===== config.mk =====
export PLATFORM = sky130hd
export DESIGN_NAME = clock_divider_ctrl
export DESIGN_NICKNAME = d
export VERILOG_FILES = /design/src/rtl/clock_divider_ctrl.sv
export SDC_FILE = /design/constraint.sdc
export NUM_CORES = 1
export LEC_CHECK = 0
export CORE_ASPECT_RATIO = 1.4
export CORE_MARGIN = 8
export CORE_UTILIZATION = 56
export DETAILED_ROUTE_END_ITERATION = 8
export PLACE_DENSITY = 0.85
export SYNTH_ARGS = -nofsm -noshare
export SYNTH_HDL_FRONTEND = slang
export SYNTH_SLANG_ARGS = --single-unit

===== constraint.sdc =====
create_clock -name FiftyMHz_ref_clock -period 5.6 [get_ports FiftyMHz_ref_clock]
set_input_delay 1.68 -clock FiftyMHz_ref_clock [delete_from_list [all_inputs] [get_ports FiftyMHz_ref_clock]]
set_output_delay 1.68 -clock FiftyMHz_ref_clock [all_outputs]
set_load 0.005 [all_outputs]

===== src/rtl/clock_divider_ctrl.sv =====
// rtl/clock_divider_ctrl.sv - runtime-programmable glitch-free derived clock generator
//
// Purpose: divides FiftyMHz_ref_clock by a programmable ratio with a programmable
// high time. New settings arrive over a valid/ready handshake and take effect only
// on period boundaries. Defaults reproduce a 10 MHz, 40 % duty clock.
//
// Ports:
//   FiftyMHz_ref_clock  in   reference clock, all logic on rising edge
//   reset_n             in   asynchronous active-low reset
//   run_en              in   1 = generate clock, 0 = stop at next period end
//   cfg_div             in   requested period in reference cycles
//   cfg_high            in   requested high cycles per period
//   cfg_valid           in   config offer
//   cfg_ready           out  config accepted when cfg_valid & cfg_ready
//   cfg_err             out  one-cycle pulse after an illegal config handshake
//   clk_out             out  registered derived clock
//   tick                out  high in the first reference cycle of each period
//   period_count        out  completed periods since reset (wraps)
//   running             out  1 while generating or finishing the last period

module clock_divider_ctrl #(
    parameter int DIV_WIDTH    = 8,
    parameter int DEFAULT_DIV  = 5,
    parameter int DEFAULT_HIGH = 2
) (
    input  logic                 FiftyMHz_ref_clock,
    input  logic                 reset_n,
    input  logic                 run_en,
    input  logic [DIV_WIDTH-1:0] cfg_div,
    input  logic [DIV_WIDTH-1:0] cfg_high,
    input  logic                 cfg_valid,
    output logic                 cfg_ready,
    output logic                 cfg_err,
    output logic                 clk_out,
    output logic                 tick,
    output logic [15:0]          period_count,
    output logic                 running
);

    localparam logic [1:0] S_IDLE = 2'd0;
    localparam logic [1:0] S_RUN  = 2'd1;
    localparam logic [1:0] S_STOP = 2'd2;

    logic [1:0]           r_state;
    logic [DIV_WIDTH-1:0] r_cnt;
    logic [DIV_WIDTH-1:0] r_div_a;
    logic [DIV_WIDTH-1:0] r_high_a;
    logic [DIV_WIDTH-1:0] r_div_p;
    logic [DIV_WIDTH-1:0] r_high_p;
    logic                 r_pend;
    logic [15:0]          r_period_count;
    logic                 r_clk_out;
    logic                 r_tick;
    logic                 r_cfg_err;

    logic [1:0]           w_state_nxt;
    logic [DIV_WIDTH-1:0] w_cnt_nxt;
    logic [DIV_WIDTH-1:0] w_div_a_nxt;
    logic [DIV_WIDTH-1:0] w_high_a_nxt;
    logic [DIV_WIDTH-1:0] w_div_p_nxt;
    logic [DIV_WIDTH-1:0] w_high_p_nxt;
    logic                 w_pend_nxt;
    logic [15:0]          w_period_count_nxt;
    logic                 w_cfg_err_nxt;
    logic                 w_clk_out_nxt;
    logic                 w_tick_nxt;
    logic                 w_run_nxt;

    logic                 w_cfg_fire;
    logic                 w_cfg_legal;
    logic                 w_wrap;

    assign w_cfg_fire  = cfg_valid & ~r_pend;
    assign w_cfg_legal = (cfg_div >= DIV_WIDTH'(2)) && (cfg_high >= DIV_WIDTH'(1))
                         && (cfg_high < cfg_div);
    // div_a is always >= 2, so div_a-1 never underflows
    assign w_wrap      = (r_state != S_IDLE) && (r_cnt == r_div_a - DIV_WIDTH'(1));

    always_comb begin
        w_state_nxt        = r_state;
        w_cnt_nxt          = r_cnt;
        w_div_a_nxt        = r_div_a;
        w_high_a_nxt       = r_high_a;
        w_div_p_nxt        = r_div_p;
        w_high_p_nxt       = r_high_p;
        w_pend_nxt         = r_pend;
        w_period_count_nxt = r_period_count;
        w_cfg_err_nxt      = 1'b0;

        case (r_state)
            S_IDLE: begin
                w_cnt_nxt = '0;
                if (run_en) begin
                    w_state_nxt = S_RUN;
                end
            end
            default: begin
                // RUN and STOPPING time the period identically; they differ only
                // in what run_en does mid-period.
                if (w_wrap) begin
                    w_cnt_nxt          = '0;
                    w_period_count_nxt = r_period_count + 16'd1;
                    if (r_pend) begin
                        w_div_a_nxt  = r_div_p;
                        w_high_a_nxt = r_high_p;
                        w_pend_nxt   = 1'b0;
                    end
                    w_state_nxt = run_en ? S_RUN : S_IDLE;
                end else begin
                    w_cnt_nxt   = r_cnt + DIV_WIDTH'(1);
                    w_state_nxt = run_en ? S_RUN : S_STOP;
                end
            end
        endcase

        // An accept requires pend clear, so it never collides with the pending
        // transfer above; an accept on a wrap edge lands in pending and waits
        // for the following wrap.
        if (w_cfg_fire) begin
            if (!w_cfg_legal) begin
                w_cfg_err_nxt = 1'b1;
            end else if (r_state == S_IDLE) begin
                w_div_a_nxt  = cfg_div;
                w_high_a_nxt = cfg_high;
            end else begin
                w_div_p_nxt  = cfg_div;
                w_high_p_nxt = cfg_high;
                w_pend_nxt   = 1'b1;
            end
        end

        w_run_nxt     = (w_state_nxt != S_IDLE);
        w_clk_out_nxt = w_run_nxt && (w_cnt_nxt < w_high_a_nxt);
        w_tick_nxt    = w_run_nxt && (w_cnt_nxt == '0);
    end

    always_ff @(posedge FiftyMHz_ref_clock or negedge reset_n) begin
        if (!reset_n) begin
            r_state        <= S_IDLE;
            r_cnt          <= '0;
            r_div_a        <= DIV_WIDTH'(DEFAULT_DIV);
            r_high_a       <= DIV_WIDTH'(DEFAULT_HIGH);
            r_div_p        <= '0;
            r_high_p       <= '0;
            r_pend         <= 1'b0;
            r_period_count <= '0;
            r_clk_out      <= 1'b0;
            r_tick         <= 1'b0;
            r_cfg_err      <= 1'b0;
        end else begin
            r_state        <= w_state_nxt;
            r_cnt          <= w_cnt_nxt;
            r_div_a        <= w_div_a_nxt;
            r_high_a       <= w_high_a_nxt;
            r_div_p        <= w_div_p_nxt;
            r_high_p       <= w_high_p_nxt;
            r_pend         <= w_pend_nxt;
            r_period_count <= w_period_count_nxt;
            r_clk_out      <= w_clk_out_nxt;
            r_tick         <= w_tick_nxt;
            r_cfg_err      <= w_cfg_err_nxt;
        end
    end

    assign cfg_ready    = ~r_pend;
    assign cfg_err      = r_cfg_err;
    assign clk_out      = r_clk_out;
    assign tick         = r_tick;
    assign period_count = r_period_count;
    assign running      = (r_state != S_IDLE);

endmodule


==> metrics.json <==
{
  "outcome": {"value": "finished, final reports clean"},
  "routed_wirelength": {"value": 7717, "unit": "um"},
  "critical_path.cell_chain": {"value": "clkdlybuf4s50_1, inv_1, ha_1, and4_1, o21ai_0, or3_1, nand4_1, buf_4, nor2_1, a21o_1, ha_1, a21oi_1, nand2_1, a211oi_1, o211ai_1, nand3_1, o311ai_0, o21ai_0"},
  "power_per_cell_area": {"value": 231.8, "unit": "nW/um^2"},
  "h-tree-depth": {"value": 3},
  "drt-pass1-iter-count": {"value": 4},
  "route.detailed.vias_per_inst": {"value": 5.974},
  "worst-r2r-cell-count": {"value": 16},
  "maxCapViolations": {"value": 0},
  "required": {"value": 5.85, "unit": "ns"},
  "achievable-frequency": {"value": 0.1951, "unit": "GHz"},
  "critPathCapture": {"value": "clk_out$_DFF_PN0_"},
  "hold_buffers": {"value": 0},
  "worst_setup_hold_path_clk_slew": {"value": 0.06, "unit": "ns"},
  "synth-edff-count": {"value": 0},
  "grt_start_max_net_pins": {"value": 63},
  "die-height": {"value": 108.9, "unit": "um"},
  "antenna_left": {"value": 0},
  "setup-tns-final": {"value": 0, "unit": "ns"},
  "layout_setup_ws": {"value": 0.4746, "unit": "ns"},
  "final_nets": {"value": 428},
  "setup_repair_after_global_routing_missed_its_margin": {"value": "no"},
  "holdCritPathClass": {"value": "flip-flop to flip-flop"},
  "worstMarginPinSlew": {"value": 0.7580, "unit": "ns"},
  "seq_area_frac_synth": {"value": 45.04, "unit": "%"},
  "setup_violations": {"value": 0},
  "crit-reg2reg-capture": {"value": "clk_out$_DFF_PN0_"},
  "syn_to_final_growth": {"value": 18.22, "unit": "%"},
  "worst_setup_path_startpoint": {"value": "cfg_div[7]"},
  "grt_remaining_overflow": {"value": 0},
  "power": {"value": 946.5, "unit": "uW"},
  "finalMaxSlewViolations": {"value": 0},
  "finalHoldViolCount": {"value": 0},
  "synth_area_leader_cell": {"value": "dfrtp_1"},
  "area_share_of_the_leading_cell_type_in_the_synthesized_netlist": {"value": 42.75, "unit": "%"},
  "fin_crit": {"value": 5.125, "unit": "ns"},
  "grt_util_all_layers": {"value": 18.74, "unit": "%"},
  "cts.root.buffer_cell": {"value": "clkbuf_8"},
  "max_slew_margin": {"value": 49.47, "unit": "%"},
  "max-clock-path-buffers": {"value": 2},
  "drive_gt1_share": {"value": 11.11, "unit": "%"},
  "final_skew": {"value": 0.01181, "unit": "ns"},
  "irDropWorstVdd": {"value": 0.1984, "unit": "mV"},
  "fp.coreArea": {"value": 6083, "unit": "sq um"},
  "remaining_drc_errors": {"value": 0},
  "worst_skew_late_latency": {"value": 0.34, "unit": "ns"},
  "worst-r2r-setup-slack": {"value": 1.04, "unit": "ns"},
  "syn-mean-instance-area": {"value": 9.867, "unit": "sq um"},
  "cts_num_sinks": {"value": 62},
  "layout.core_utilization": {"value": 67.11, "unit": "%"},
  "dieWidth": {"value": 82.37, "unit": "um"},
  "unique_cell_type_count_in_the_yosys_netlist": {"value": 48},
  "post-place-ws": {"value": 0.1490, "unit": "ns"},
  "synth-async-reset-ratio": {"value": 100.0, "unit": "%"},
  "crit-reg2reg-launch": {"value": "r_div_a[0]$_DFF_PN1_"},
  "syn_nets": {"value": 387},
  "ys_warn_count": {"value": 0},
  "cts_inserted_buffers": {"value": 9},
  "ys_top_cells_by_area": {"value": "dfrtp_1 (43%), ha_1 (6.2%), mux2i_1 (4.3%), xnor2_1 (4.1%), mux2_2 (3.6%)"},
  "diodes": {"value": 0},
  "fp-row-count": {"value": 34},
  "p_leak": {"value": 0.001850, "unit": "uW"},
  "cts_post_setup_buffers_inserted": {"value": 0},
  "number_of_cells_produced_by_synthesis": {"value": 350},
  "finalCritPeriodShare": {"value": 91.53, "unit": "%"},
  "buffer_ports.inserted": {"value": 40},
  "slowest_delay": {"value": 0.52, "unit": "ns"},
  "synth-main-ff-cell": {"value": "dfrtp_1"},
  "dp_hpwl": {"value": 5871, "unit": "um"},
  "dieArea": {"value": 8971, "unit": "sq um"},
  "first_iter_violations": {"value": 154},
  "postSynthRegisterBits": {"value": 62},
  "critical_path.startpoint_type": {"value": "input port"},
  "gp_congestion": {"value": 0.9302},
  "timing.critical_path.to_type": {"value": "flip-flop"},
  "critPathMaxFanout": {"value": 23},
  "grt_first_pass_wirelength": {"value": 13080, "unit": "um"},
  "crit_arrival": {"value": 5.38, "unit": "ns"},
  "critPathSlowestCell": {"value": "clkdlybuf4s50_1"},
  "routed_wire_length_per_instance": {"value": 16.49, "unit": "um"},
  "path_class": {"value": "input port to flip-flop"},
  "vias": {"value": 2796},
  "ioPinCount": {"value": 41},
  "clock_tree_from_tritoncts": {"value": "yes"},
  "holdPathStages": {"value": 1},
  "grt_antenna_before_repair": {"value": 0},
  "post_synth_instance_area": {"value": 3453, "unit": "sq um"},
  "vias_in_the_first_global_route": {"value": 2826},
  "initial_core_util": {"value": 56.77, "unit": "%"},
  "post_cts_resize_count": {"value": 0}
}
worst max-delay path, delay by kind of cell:
family | cells | cell delay, ns
adder cells (fa/ha/maj) | 2 | 0.62
buffers and inverters | 3 | 0.84
AO/OA/AOI/OAI | 7 | 1.28
AND/OR/NAND/NOR | 6 | 0.96
per-layer routing:
layer | routed length [um] | global-route usage, % | vias up | part of all wire (%)
met5 | 0 | 0 | - | 0
met4 | 212 | 9.068 | 0 | 2.7
met3 | 511 | 5.693 | 19 | 6.6
met2 | 3995 | 31.33 | 89 | 52
met1 | 2997 | 20.92 | 1367 | 39
li1 | - | - | 1321 | -
cells by family (layout without fill, tap and decap cells):
| logic type | count (synthesis) | in the layout | synth area share [%] |
|---|---|---|---|
| adder cells (fa/ha/maj) | 17 | 17 | 6.159 |
| AND/OR/NAND/NOR | 123 | 123 | 18.26 |
| flip-flops | 62 | 62 | 45.04 |
| buffers and inverters | 32 | 78 | 4.094 |
| AO/OA/AOI/OAI | 62 | 62 | 11.41 |
| XOR/XNOR | 28 | 28 | 7.101 |
| multiplexers | 26 | 26 | 7.935 |
area by class of cell:
| type | instances | area, sq um |
|---|---|---|
| timing repair buffer | 45 | 432.9 |
| clock inverter | 5 | 52.55 |
| tap | 72 | 90.09 |
| clock buffer | 11 | 131.4 |
| fill | 472 | 2001 |
| inverter | 17 | 63.81 |
| multi-input combinational | 256 | 1757 |
| sequential | 62 | 1555 |
metrics by stage:
| step | area [sq um] | hold WS (ns) | instances |
|---|---|---|---|
| floorplan | 3453 | 0.4496 | 350 |
| global placement | 3899 | 0.4560 | 452 |
| detailed placement | 3899 | 0.4718 | 452 |
| CTS | 4083 | 0.4805 | 468 |
| global route | 4083 | 0.4892 | 468 |
| finish | 4083 | 0.4738 | 468 |
how the worst min path moves through the flow:
stage,endpoint,startpoint,slack (ns)
floorplan,r_div_p[1]$_DFFE_PN0P_,r_div_p[1]$_DFFE_PN0P_,0.45
global placement,period_count[15]$_DFFE_PN0P_,period_count[15]$_DFFE_PN0P_,0.46
detailed placement,period_count[15]$_DFFE_PN0P_,period_count[15]$_DFFE_PN0P_,0.47
global route,period_count[15]$_DFFE_PN0P_,period_count[15]$_DFFE_PN0P_,0.49
CTS,period_count[15]$_DFFE_PN0P_,period_count[15]$_DFFE_PN0P_,0.48
finish,period_count[15]$_DFFE_PN0P_,period_count[15]$_DFFE_PN0P_,0.47
Yosys cell counts, drive strengths merged, types with 2 or more instances:
cell / count
dfrtp: 59
nand2: 31
nor2: 28
o21ai: 24
ha: 17
inv: 17
xnor2: 16
mux2i: 15
a21oi: 13
xor2: 12
clkbuf: 11
mux2: 11
nand3: 11
nand4: 11
a21o: 7
nor3: 6
and3: 5
or3: 5
or4: 5
buf: 4
nor2b: 4
or2: 4
a211oi: 3
and2: 3
dfstp: 3
nand2b: 3
nor4: 3
o211ai: 3
a2111oi: 2
o31ai: 2
state kept, by name, indices dropped and copies added (netlist names):
| register | flops |
|---|---|
| cfg_err | 1 |
| clk_out | 1 |
| period_count | 16 |
| r_cnt | 8 |
| r_div_a | 8 |
| r_div_p | 8 |
| r_high_a | 8 |
| r_high_p | 8 |
| r_pend | 1 |
| r_state | 2 |
| tick | 1 |
placed cells by master, fill, tap and decap left out, types with 4 or more instances in the layout:
cell type,instances
mux2i_1,15
nand3_1,11
nand4_1,11
or3_1,5
or2_2,4
a21o_1,7
ha_1,17
a21oi_1,13
nor2_1,28
dfrtp_1,59
xnor2_1,16
clkbuf_8,9
nor3_1,6
o21ai_0,16
xor2_1,12
clkdlybuf4s50_1,39
o21ai_1,8
nand2_1,31
buf_4,5
inv_1,17
nor2b_1,4
and3_1,5
mux2_2,11
power by group:
part | internal (uW) | switching, uW | total (uW)
Combinational | 45.8 | 50.1 | 95.8
Sequential | 458 | 19.0 | 477
Clock | 203 | 170 | 374
No activity file was read; power rests on OpenSTA's default activity.
